$ cat src/rtl/pc_bus_pkg.sv
// Shared PC bus-unit definitions: INTA sequencer state encoding and default
// INTA timing so the bus-unit timing model and the sequencer agree.
package pc_bus_pkg;

  typedef enum logic [2:0] {
    ST_IDLE,
    ST_ACK1,
    ST_GAP,
    ST_ACK2,
    ST_HOLD
  } inta_state_e;

  localparam int INTA_PULSE_CYCLES = 2;
  localparam int INTA_GAP_CYCLES   = 2;
  localparam int INTA_SYNC_STAGES  = 2;

  // Counter only ever needs to reach max(pulse, gap) - 1; it reloads per state.
  function automatic int inta_cnt_width(input int pulse, input int gap);
    return $clog2(((pulse > gap) ? pulse : gap) + 1);
  endfunction

endpackage

$ cat src/rtl/sync_ff.sv
// N-stage flip-flop synchroniser for asynchronous single-bit inputs.
module sync_ff #(
  parameter int N = 2
) (
  input  logic clk,
  input  logic reset,
  input  logic d,
  output logic q
);

  logic [N-1:0] r_chain;

  always_ff @(posedge clk or posedge reset) begin
    if (reset) r_chain <= '0;
    else       r_chain <= {r_chain[N-2:0], d};
  end

  assign q = r_chain[N-1];

endmodule

$ cat src/rtl/intack_seq.sv
// 8088-style interrupt acknowledge sequencer: two INTA pulses to the 8259,
// captures the vector on the second pulse, hands it to the CPU via valid/ready.
module intack_seq
  import pc_bus_pkg::*;
#(
  parameter int PULSE_CYCLES = INTA_PULSE_CYCLES,
  parameter int GAP_CYCLES   = INTA_GAP_CYCLES,
  parameter int SYNC_STAGES  = INTA_SYNC_STAGES
) (
  input  logic       clk,
  input  logic       reset,
  input  logic       intr,
  input  logic       if_en,
  input  logic       inst_boundary,
  input  logic [7:0] d,
  output logic       inta_n,
  output logic       lock_n,
  output logic [7:0] vec,
  output logic       vec_valid,
  input  logic       vec_ready,
  output logic       busy
);

  localparam int CW = inta_cnt_width(PULSE_CYCLES, GAP_CYCLES);
  localparam logic [CW-1:0] PULSE_LAST = CW'(PULSE_CYCLES - 1);
  localparam logic [CW-1:0] GAP_LAST   = CW'(GAP_CYCLES - 1);

  logic          w_intr_s;
  inta_state_e   r_state, w_nxt;
  logic [CW-1:0] r_cnt, w_cnt_nxt;
  logic          w_capture;
  logic          r_inta_n, r_lock_n, r_vec_valid, r_busy;
  logic [7:0]    r_vec;

  sync_ff #(.N(SYNC_STAGES)) u_intr_sync (
    .clk   (clk),
    .reset (reset),
    .d     (intr),
    .q     (w_intr_s)
  );

  always_comb begin
    w_nxt     = r_state;
    w_cnt_nxt = r_cnt + CW'(1);
    w_capture = 1'b0;
    case (r_state)
      ST_IDLE: begin
        w_cnt_nxt = '0;
        if (w_intr_s && if_en && inst_boundary) w_nxt = ST_ACK1;
      end
      ST_ACK1: if (r_cnt == PULSE_LAST) begin
        w_nxt     = ST_GAP;
        w_cnt_nxt = '0;
      end
      ST_GAP: if (r_cnt == GAP_LAST) begin
        w_nxt     = ST_ACK2;
        w_cnt_nxt = '0;
      end
      ST_ACK2: if (r_cnt == PULSE_LAST) begin
        w_nxt     = ST_HOLD;
        w_cnt_nxt = '0;
        w_capture = 1'b1;
      end
      ST_HOLD: begin
        w_cnt_nxt = '0;
        if (vec_ready) w_nxt = ST_IDLE;
      end
      default: begin
        w_nxt     = ST_IDLE;
        w_cnt_nxt = '0;
      end
    endcase
  end

  always_ff @(posedge clk or posedge reset) begin
    if (reset) begin
      r_state <= ST_IDLE;
      r_cnt   <= '0;
    end else begin
      r_state <= w_nxt;
      r_cnt   <= w_cnt_nxt;
    end
  end

  // Outputs are registered from the next state so they line up with r_state.
  always_ff @(posedge clk or posedge reset) begin
    if (reset) begin
      r_inta_n    <= 1'b1;
      r_lock_n    <= 1'b1;
      r_vec_valid <= 1'b0;
      r_busy      <= 1'b0;
      r_vec       <= 8'h00;
    end else begin
      r_inta_n    <= !(w_nxt == ST_ACK1 || w_nxt == ST_ACK2);
      r_lock_n    <= !(w_nxt == ST_ACK1 || w_nxt == ST_GAP || w_nxt == ST_ACK2);
      r_vec_valid <= (w_nxt == ST_HOLD);
      r_busy      <= (w_nxt != ST_IDLE);
      if (w_capture) r_vec <= d;
    end
  end

  assign inta_n    = r_inta_n;
  assign lock_n    = r_lock_n;
  assign vec       = r_vec;
  assign vec_valid = r_vec_valid;
  assign busy      = r_busy;

endmodule
$ cat config.mk
export PLATFORM = sky130hd
export DESIGN_NAME = intack_seq
export DESIGN_NICKNAME = d
export VERILOG_FILES = /design/src/rtl/pc_bus_pkg.sv /design/src/rtl/sync_ff.sv /design/src/rtl/intack_seq.sv
export SDC_FILE = /design/constraint.sdc
export NUM_CORES = 1
export LEC_CHECK = 0
export CORE_MARGIN = 1.5
export CORE_UTILIZATION = 46
export DETAILED_ROUTE_END_ITERATION = 8
export PLACE_DENSITY_LB_ADDON = 0.3
export SLEW_MARGIN = 20
export SYNTH_ARGS = -nofsm -noshare
export SYNTH_HDL_FRONTEND = slang
export SYNTH_HIERARCHICAL = 1
export SYNTH_SLANG_ARGS = --single-unit
$ cat constraint.sdc
create_clock -name clk -period 3.04 [get_ports clk]
set_clock_uncertainty 0.1 [all_clocks]
set_input_delay 0.608 -clock clk [delete_from_list [all_inputs] [get_ports clk]]
set_output_delay 0.608 -clock clk [all_outputs]
set_load 0.005 [all_outputs]
## Yosys cells after proc, flatten, opt, wreduce, memory -nomap -nowiden

Cells that the tools add are included.

| storage, ports and cells | value |
|---|---|
| output and inout port bits | 12 |
| register bits | 19 |

| cells by class | value |
|---|---|
| equal/unequal tests | 9 |
| reduce and logical (&&, ||, !) cells | 10 |
| muxes and demuxes | 10 |
| $add $sub $neg | 1 |

Operators by type and width:

| cell | number |
|---|---|
| $mux W3 | 5 |
| $pmux W3 S5 | 1 |
| $eq A3 B2 Y1 const B | 4 |
| $eq A3 B1 Y1 const B | 2 |
| $eq A3 B3 Y1 const B | 2 |
| $mux W2 | 2 |
| $logic_not A3 Y1 | 1 |
| $logic_or A1 B1 Y1 | 3 |
| $reduce_bool A3 Y1 | 1 |
| $reduce_or A3 Y1 | 1 |
| $add A2 B1 Y2 const B | 1 |
| $eq A2 B1 Y1 const B | 1 |
| $logic_and A1 B1 Y1 | 2 |
| $logic_not A1 Y1 | 2 |
| $mux W1 | 2 |

## Depth between registers and ports, before layout

Gate-level depths: netlist (run 1).

| depth | value |
|---|---|
| depth in word-level cells | 8 |
| mapped depth | 3 |
| depth with buffers taken out | 3 |

## By module

Netlist (run 1), hierarchy kept.

By module, submodules not included:

| module | sequential area each (µm²) | times used | area each (µm²) | cells each |
|---|---|---|---|---|
| intack_seq | 427.9 | 1 | 690.7 | 48 |
| sync_ff | 50.0 | 1 | 53.8 | 3 |

## Worst setup path before layout (run 1)

Ideal clock, no wire load.

| timing path | value |
|---|---|
| path type | register -> register |
| from | register r_cnt[1] |
| to | register r_vec[1] (netlist: vec[1]) |
| stages on the path, launching flop included | 4 |
| path slack | 1.734 ns |
| library setup time | 0.125 ns |
| arrival time | 1.081 ns |
| buffers on the path | 0 |
| cell sequence | dfrtp_1 nand4b_4 nor2_8 mux2_2 |

| on the way | value |
|---|---|
| word-level cells in the longest chain between the ends | 3 |

Ends and longest elaborated chain:

| element | line | text |
|---|---|---|
| from (decl) | intack_seq.sv:30 | `logic [CW-1:0] r_cnt, w_cnt_nxt;` |
| from (signal assigned) | intack_seq.sv:81 | `r_cnt <= w_cnt_nxt;` |
| $eq A2 B1 Y1 | intack_seq.sv:59 | `ST_ACK2: if (r_cnt == PULSE_LAST) begin` |
| $mux W1 | intack_seq.sv:59 |  |
| $mux W1 | intack_seq.sv:46 | `case (r_state)` |
| to (signal assigned) | intack_seq.sv:92 | `r_vec <= 8'h00;` |
| to (signal assigned) | intack_seq.sv:98 | `if (w_capture) r_vec <= d;` |
| to (decl) | intack_seq.sv:33 | `logic [7:0] r_vec;` |

Every way passes these cells.
A chain may end at the register's enable or synchronous reset.

## Worst setup path after layout (run 1)

| timing path | value |
|---|---|
| from | register r_inta_n (netlist: inta_n) |
| to | output inta_n |

RTL lines:

| element | line | text |
|---|---|---|
| from (decl) | intack_seq.sv:32 | `logic r_inta_n, r_lock_n, r_vec_valid, r_busy;` |
| from (signal assigned) | intack_seq.sv:94 | `r_inta_n <= !(w_nxt == ST_ACK1 \|\| w_nxt == ST_ACK2);` |
| to (decl) | intack_seq.sv:16 | `output logic inta_n,` |

No word-level cell between the ends.

==> results.yml, run 1 <==
synthesis:
  syn_area_per_cell_um2: 14.6
  syn-instance-count: 51
  synth.net_count: 65
  yosys.area.top_type_share_pct: 57.1
  yosys_warnings: 6
  yosysTopAreaCell: "dfrtp_1"
  yosysSeqAreaShare_pct: 64.2
  synth_most_common_cell: "dfrtp_1"
  yosys.area_share.simple_pct: 15.1
  netlist_area_um2: 744
  synth_xor_area_share_pct: 1.18
  synth-compound-area-share_pct: 5.71
  synth_mux_area_share_pct: 12.1
  synth-main-ff-cell: "dfrtp_1"
  synth_fa_ha_area_share_pct: 0
  ys_types: 22
  synth_top_family_by_area: "simple AND/OR/NAND/NOR gates"
  synthTopCellsByArea: "dfrtp_1 57%, mux2_2 7.6%, dfstp_2 7.1%, mux2_1 4.5%, nand4b_4 3.2%"
  synth_edf_count: 0
  postSynth.asyncResetShare_pct: 100
  synth_commonest_cells: "17 x dfrtp_1, 5 x mux2_2, 3 x mux2_1, 3 x nor2_1, 3 x o21ai_0"
  synth_seq_cells: 19
pwr:
  ir_drop_uv: 456
  p_per_area_nw_per_um2: 849
  p_leak_nw: 0.454
finish:
  fin_nets: 94
  fill_cells: 116
  synthToLayoutAreaGrowth_pct: 39.2
  layout-drive-gt1-share_pct: 16.5
  antenna_cells: 0
  final_core_util_pct: 68.8
drt:
  wirelength_um: 1120
  wl_per_cell_um: 11.8
  vias: 478
  ant_nets: 0
  drc: 0
  firstDrtPassIters: 2
  drt-initial-drc-count: 8
  drt-vias-per-instance: 5.03
place:
  dp_hpwl_um: 879
  gp_congestion: 0.796
  preCtsSetupSlack_ns: 1.34
  io_buffers: 25
cts:
  cts_made_buffers: 3
  clk_pin_slew_worst_paths_ns: 0.10
  cts_setup_buffers: 0
  cts-root-buf: "clkbuf_4"
  cts_resized: 0
  insertion_delay_ns: 0.29
  cts_tree: "yes"
  cts.sinks: 19
  cts_max_path_buffers: 2
  cts_hold_buf: 0
  ctsHtreeMaxLevel: 1
timing:
  fin_tns_setup_ns: 0
  hold_violations: 0
  setup_violations: 0
  rsz0062_at_grt: "false"
  max_freq_mhz: 496
  fin_ws_ns: 1.02
  slew_headroom_pct: 58.7
  maxSlewViolCount: 0
  worst_pin_slew_ns: 0.618
  fin_crit_sh_pct: 66.3
  fin_crit_ns: 2.02
min_path:
  hp-class: "reg2reg"
  whs_path_depth: 0
critical_path:
  crit_buf_inv: 1
  crit_chain: "clkdlybuf4s50_1"
  critPathMaxStageDelay_ns: 0.53
  cp.depth: 1
  cp_max_fo: 1
  worst_setup_path_end_kind: "output port"
  crit_slowest_cell: "dfstp_2"
  path_class: "reg2out"
  required_ns: 2.33
  ff2ff_path_depth: 3
  cp_data_arrival_time_ns: 1.31
  startpoint_type: "flop"
  crit_family: "flip-flops"
global_routing:
  grt_max_degree: 18
  first_global_vias: 500
  antenna_found_initial: 0
  overflow: 0
  grt_pass1_wl_um: 2030
  grt_use_total_pct: 14.9
floorplanning:
  die_area_um2: 1870
  start_util_pct: 49.4
  ios: 26
  core_um2: 1510
  dieHeight_um: 43.2
  die_x_um: 43.2
  rows: 14
job:
  maxCapViolations: 0
status:
  status: "complete, no violations"
[final cells by class]
type | count | area [um^2] | share of cell area [%]
Sequential cell | 19 | 478 | 46.1
Multi-Input combinational cell | 29 | 254 | 24.5
Timing Repair Buffer | 25 | 250 | 24.2
Clock buffer | 4 | 26.3 | 2.54
Tap cell | 16 | 20.0 | 1.93
Inverter | 2 | 7.51 | 0.725
[power by group]
part	switching (mW)	leakage [nW]	internal, mW
Combinational	0.106	0.208	0.222
Sequential	0.0698	0.231	0.361
Clock	0.0698	0.0150	0.0510
Total	0.246	0.454	0.634
[path summary, 6_finish.rpt]
check | startpoint | end | slack, ns
worst max-delay path | inta_n | inta_n | 1.02
worst min-delay path | u_intr_sync/r_chain[0] | u_intr_sync/r_chain[1] | 0.26
worst max register to register | r_cnt[1] | vec[2] | 1.65
worst min register to register | u_intr_sync/r_chain[0] | u_intr_sync/r_chain[1] | 0.26
max in group asynchronous | reset | busy | 1.83
min in group asynchronous | reset | u_intr_sync/r_chain[1] | 0.38
[state kept, by name, indices dropped and copies added (netlist names)]
signal and cells:
vec 8, r_state 3, r_cnt 2, u_intr_sync/r_chain 2, busy 1, inta_n 1, lock_n 1, vec_valid 1
[through the flow]
stage | instance area, um^2 | cells | power, mW | hold slack [ns]
3_5_place_dp | 1010 | 91 | 0.771 | 0.243
3_3_place_gp | 1010 | 91 | 0.762 | 0.238
2_1_floorplan | 744 | 51 | 0.581 | 0.231
5_1_grt | 1040 | 95 | 0.948 | 0.269
6_report | 1040 | 95 | 0.880 | 0.262
4_1_cts | 1040 | 95 | 0.895 | 0.266
[cells by family (layout without fill, tap and decap cells)]
kind of cell | count (synthesis) | in the layout
flip-flops | 19 | 19
AND/OR/NAND/NOR | 13 | 13
multiplexers | 8 | 8
AO/OA/AOI/OAI | 7 | 7
buffers and inverters | 3 | 31
XOR/XNOR | 1 | 1
[routing by layer]
metal,vias to the layer above,wire length [um],part of all wire (%),track usage [%]
li1,234,-,-,-
met1,224,457,41,16.7
met2,18,558,50,26.6
met3,2,90,8.0,4.26
met4,0,18,1.6,5.45
met5,-,0,0,0
[placed cells by master, fill, tap and decap left out, types with 2 or more instances in the layout]
cell / synthesis / layout
clkdlybuf4s50_1: 0 / 25
dfrtp_1: 17 / 17
mux2_2: 5 / 5
mux2_1: 3 / 3
nor2_1: 3 / 3
o21ai_0: 3 / 3
clkbuf_4: 0 / 3
nand3b_1: 2 / 2
inv_1: 2 / 2
dfstp_2: 2 / 2
(Power assumes the default switching activity.)
==> run 2, diff against run 1 <==
--- a/config.mk
+++ b/config.mk
@@ -6,7 +6,7 @@
 export NUM_CORES = 1
 export LEC_CHECK = 0
 export CORE_MARGIN = 1.5
-export CORE_UTILIZATION = 46
+export CORE_UTILIZATION = 38
 export DETAILED_ROUTE_END_ITERATION = 8
 export PLACE_DENSITY_LB_ADDON = 0.3
 export SLEW_MARGIN = 20
==> constraint.sdc (replaced) <==
create_clock -name clk -period 1.68 [get_ports clk]
set_clock_uncertainty 0.1 [all_clocks]
set_input_delay 0.336 -clock clk [delete_from_list [all_inputs] [get_ports clk]]
set_output_delay 0.336 -clock clk [all_outputs]
set_load 0.005 [all_outputs]
==> run 2 against run 1 <==
Net effect: hold slack got worse by 0.15 ns; global-route usage is 1.9 points lower; final cell count is 11% higher; design area is 1.7% higher; flip-flop and latch count unchanged; non-clock buffer count increased by 1; clock power rose by 79%; utilization shrank 9.7 points; wire length up 4.4%; first-iteration DRC count fell by 75%.
==> results.yml, run 2 (synthesized netlist as in run 1, its figures left out) <==
global_routing:
  grt_max_degree: 18
  grt_use_met3_pct: 6.92
  antenna_found_initial: 0
  top_usage_layer: "met2"
  grt_use_total_pct: 13.0
  gr-usage-met2_pct: 19.5
  grt_pass1_wl_um: 1970
  overflow: 0
  use_met1_pct: 16.7
  first_global_vias: 467
status:
  status: "complete, no violations"
cts:
  ctsHtreeMaxLevel: 1
  cts_made_buffers: 3
  cts_max_path_buffers: 2
  cts.sinks: 19
  cts-root-buf: "clkbuf_4"
  cts_setup_buffers: 0
  cts_tree: "yes"
  clk_pin_slew_worst_paths_ns: 0.10
  insertion_delay_ns: 0.28
  cts_hold_buf: 0
pwr:
  power.switching_uw: 460
  p_clk_share_pct: 13.6
  ir_drop_uv: 932
  p_leak_nw: 0.464
  seqPwrFrac_pct: 49.1
  p_sw_share_pct: 29.0
  p_int_mw: 1.13
  p_per_area_nw_per_um2: 1510
  pwr-share-comb_pct: 37.2
  total_power_mw: 1.59
critical_path:
  r2r-start: "r_cnt[1]"
  cp_max_fo: 2
  cp_data_arrival_time_ns: 1.14
  worst_setup_path_end_kind: "output port"
  r2r-end: "vec[1]"
  path_class: "reg2out"
  crit_chain: "clkdlybuf4s50_1"
  crit_slowest_cell: "clkdlybuf4s50_1"
  r2r_slack_ns: 0.29
  cp-startpoint: "vec[2]"
  required_ns: 1.24
  ff2ff_path_depth: 3
  startpoint_type: "flop"
  critPathMaxStageDelay_ns: 0.51
  crit_family: "buffers and inverters"
  crit_buf_inv: 1
timing:
  slew_headroom_pct: 70.0
  fin_ws_ns: 0.101
  fin_crit_ns: 1.58
  fin_tns_setup_ns: 0
  fin_crit_sh_pct: 94.0
  max_freq_mhz: 633
  setup_violations: 0
  rsz0062_at_grt: "false"
  hold_violations: 0
  worst_pin_slew_ns: 0.450
  holdWs_ns: 0.112
  maxSlewViolCount: 0
finish:
  synthToLayoutAreaGrowth_pct: 41.5
  antenna_cells: 0
  largest_reg_flops: 8
  stdcell_area_um2: 1050
  layout-drive-gt1-share_pct: 18.8
  final_cell_mix: "23 x clkdlybuf4s50_1, 17 x dfrtp_1, 5 x mux2_2"
  fin_nets: 95
  final_common_cell: "clkdlybuf4s50_1"
drt:
  drc: 0
  ant_nets: 0
  wl_per_cell_um: 11.2
  drt-vias-per-instance: 4.64
  wirelength_um: 1170
  drt-initial-drc-count: 2
  firstDrtPassIters: 2
  vias: 487
job:
  maxCapViolations: 0
min_path:
  hp-class: "in2async"
place:
  io_buffers: 25
  preCtsSetupSlack_ns: 0.220
  placed_area_um2: 1030
  gp_congestion: 0.658
floorplanning:
  dieHeight_um: 47.3
  start_util_pct: 41.8
  core_um2: 1780
  ios: 26
  rows: 15
  die_area_um2: 2230
  die_x_um: 47.3
[run 2: cell types whose count changed in the layout (fill, tap and decap cells not counted), sizes merged]
| cell | previous run | this run |
|---|---|---|
| clkdlybuf4s50 | 25 | 23 |
| dlygate4sd2 | 0 | 2 |
| clkinv | 0 | 1 |
| clkbuf | 4 | 3 |
| buf | 0 | 1 |
[run 2: worst max-delay path by stage]
stage	endpoint	slack (ns)	depth (start not counted)
after CTS	vec[3]	0.08	1
final	vec[2]	0.10	1
after global placement	lock_n	0.26	1
after global routing	vec[3]	0.03	1
after detailed placement	lock_n	0.22	4
after floorplan	vec[1]	0.37	3
[run 2: metal layers]
layer	up-vias	wire, um
met4	0	9
met1	232	541
met3	2	69
met2	17	554
li1	236	-
met5	-	0
[run 2: power groups by stage]
| stage | clock [mW] | sequential, mW | combinational [mW] |
|---|---|---|---|
| 3_3_place_gp | 0 | 0.787 | 0.601 |
| 3_5_place_dp | 0 | 0.796 | 0.616 |
| 5_1_grt | 0.247 | 0.812 | 0.652 |
| 4_1_cts | 0.231 | 0.784 | 0.603 |
| 2_1_floorplan | 0 | 0.780 | 0.272 |
| 6_report | 0.216 | 0.781 | 0.592 |
[run 2: per-stage QoR]
step,std cells,utilization (%)
after floorplan,51,-
after global placement,101,57.7
after detailed placement,101,57.7
after CTS,105,59.1
after global routing,105,59.1
final,105,59.1
[run 2: area by class of cell]
class / instances / area [um^2]
fill: 157 / 729
tap: 25 / 31.3
multi-input combinational: 29 / 254
sequential: 19 / 478
clock inverter: 1 / 5.00
clock buffer: 3 / 22.5
inverter: 2 / 7.51
timing repair buffer: 26 / 255
[run 2: repair_timing]
action,in CTS,in global routing
endpoints found under the setup margin,2,0
endpoints found under the hold margin,0,0
gates resized for setup,2,0
==> run 3, diff against run 2 <==
--- a/config.mk
+++ b/config.mk
@@ -12,5 +12,4 @@
 export SLEW_MARGIN = 20
 export SYNTH_ARGS = -nofsm -noshare
 export SYNTH_HDL_FRONTEND = slang
-export SYNTH_HIERARCHICAL = 1
 export SYNTH_SLANG_ARGS = --single-unit
==> run 3 against run 2 <==
Net effect: register-to-register slack barely moved; hold slack gained 0.14 ns; via count is 0.41% higher; clock-buffer cell count up 1; largest cell class unchanged; power increased by 0.30%; clock power barely moved; utilization fell by 0.28 points; sequential power about the same; global-route usage grew 0.38 points.
==> results.yml, run 3 <==
status:
  status: "complete, no violations"
synthesis:
  ys_types: 22
  synth_edf_count: 0
  yosysTopAreaCell: "dfrtp_1"
  synth_commonest_cells: "17 x dfrtp_1, 5 x mux2_2, 3 x mux2_1, 3 x nor2_1, 3 x o21ai_0"
  synthTopCellsByArea: "dfrtp_1 57%, mux2_2 7.6%, dfstp_2 7.1%, mux2_1 4.6%, nand4b_4 3.2%"
  syn_area_per_cell_um2: 14.8
  synth_seq_cells: 19
  syn-instance-count: 50
  synth-main-ff-cell: "dfrtp_1"
  yosysSeqAreaShare_pct: 64.5
  postSynth.asyncResetShare_pct: 100
  netlist_area_um2: 741
  yosys_warnings: 0
  synth.net_count: 64
  yosys.area.top_type_share_pct: 57.4
  synth_most_common_cell: "dfrtp_1"
drt:
  vias: 489
  ant_nets: 0
  drt-initial-drc-count: 1
  drc: 0
  wirelength_um: 1280
  wl_per_cell_um: 12.3
  drt-vias-per-instance: 4.70
  firstDrtPassIters: 5
place:
  preCtsSetupSlack_ns: 0.238
  dp_hpwl_um: 960
  place_inst: 100
  gp_congestion: 0.726
  io_buffers: 25
  placed_area_um2: 1020
cts:
  ctsHtreeMaxLevel: 1
  cts_max_path_buffers: 2
  cts.sinks: 19
  cts_tree: "yes"
  cts_made_buffers: 3
  cts-root-buf: "clkbuf_4"
  clk_pin_slew_worst_paths_ns: 0.10
  insertion_delay_ns: 0.28
finish:
  final_cells: 104
  final_common_cell: "clkdlybuf4s50_1"
  final_cell_mix: "23 x clkdlybuf4s50_1, 17 x dfrtp_1, 5 x mux2_2"
  stdcell_area_um2: 1050
  layout-drive-gt1-share_pct: 17.7
  fin_nets: 94
  final_core_util_pct: 58.8
  synthToLayoutAreaGrowth_pct: 41.6
  largest_reg_flops: 8
  antenna_cells: 0
pwr:
  p_per_area_nw_per_um2: 1520
  p_leak_nw: 0.456
  total_power_mw: 1.59
  ir_drop_uv: 908
min_path:
  hp-class: "in2async"
floorplanning:
  ios: 26
  dieHeight_um: 47.2
  start_util_pct: 41.5
  core_um2: 1780
  rows: 15
  die_x_um: 47.2
  die_area_um2: 2220
global_routing:
  grt_max_degree: 20
  first_global_vias: 458
  grt_pass1_wl_um: 1950
  antenna_found_initial: 0
  overflow: 0
  grt_use_total_pct: 13.4
timing:
  holdWs_ns: 0.257
  fin_crit_ns: 1.59
  fin_crit_sh_pct: 94.6
  rsz0062_at_grt: "false"
  fin_tns_setup_ns: 0
  max_freq_mhz: 630
  slew_headroom_pct: 70.0
  fin_ws_ns: 0.0915
  hold_violations: 0
  maxSlewViolCount: 0
  setup_violations: 0
  worst_pin_slew_ns: 0.450
critical_path:
  worst_setup_path_end_kind: "output port"
  startpoint_type: "flop"
  crit_slowest_cell: "clkdlybuf4s50_1"
  cp_max_fo: 2
  critPathMaxStageDelay_ns: 0.50
  path_class: "reg2out"
  crit_buf_inv: 1
  required_ns: 1.24
  crit_family: "buffers and inverters"
  cp_data_arrival_time_ns: 1.15
  crit_chain: "clkdlybuf4s50_1"
job:
  maxCapViolations: 0
## run 3: cell count changes after synthesis, sizes merged
cell	delta
inv	-1
## run 3: metal layers
layer	track usage [%]	vias up	wire (um)
met4	8.33	0	12
met5	0	-	0
li1	-	233	-
met1	14.0	241	528
met3	5.00	2	57
met2	22.7	13	677
## run 3: layout make-up
cell class,count,area [um^2]
clock buffer,4,26.3
fill,146,734
inverter,1,3.75
multi-input combinational,29,254
sequential,19,478
tap,25,31.3
timing repair buffer,26,255
## run 3: report_power, final
group | internal, mW | switching [mW]
Clock | 0.0921 | 0.123
Combinational | 0.389 | 0.207
Sequential | 0.653 | 0.130
Total | 1.13 | 0.460
## run 3: logic make-up (layout without fill, tap and decap cells)
kind of cell	count (synthesis)	count (layout)	share of synthesized area [%]
buf+inv	2	31	1.18
compound gates	7	7	5.74
flops	19	19	64.5
mux	8	8	12.2
simple gates	13	13	15.2
xor+xnor	1	1	1.18
## run 3: worst register-to-register path, stage by stage, from the launching register on
cell	delay [ns]
dfrtp_1	0.42
nand4b_4	0.23
nor2_8	0.19
mux2_2	0.36
## run 3: path summary, 6_finish.rpt
kind                                         from  slack, ns                      to  cells after the start
hold / removal                              reset       0.26                  vec[5]                      3
hold reg to reg            u_intr_sync.r_chain[0]       0.28  u_intr_sync.r_chain[1]                      0
min in group clk           u_intr_sync.r_chain[0]       0.28  u_intr_sync.r_chain[1]                      0
setup reg to reg                         r_cnt[1]       0.28                  vec[5]                      3
max in group asynchronous                   reset       0.96                  inta_n                      3
setup / recovery                           vec[5]       0.09                  vec[5]                      1
## run 3: timing repair
action	4_1_cts	5_1_grt
resized for setup	2	0
endpoints found under the setup margin	2	0
hold buffers	0	0
buffers inserted	0	0
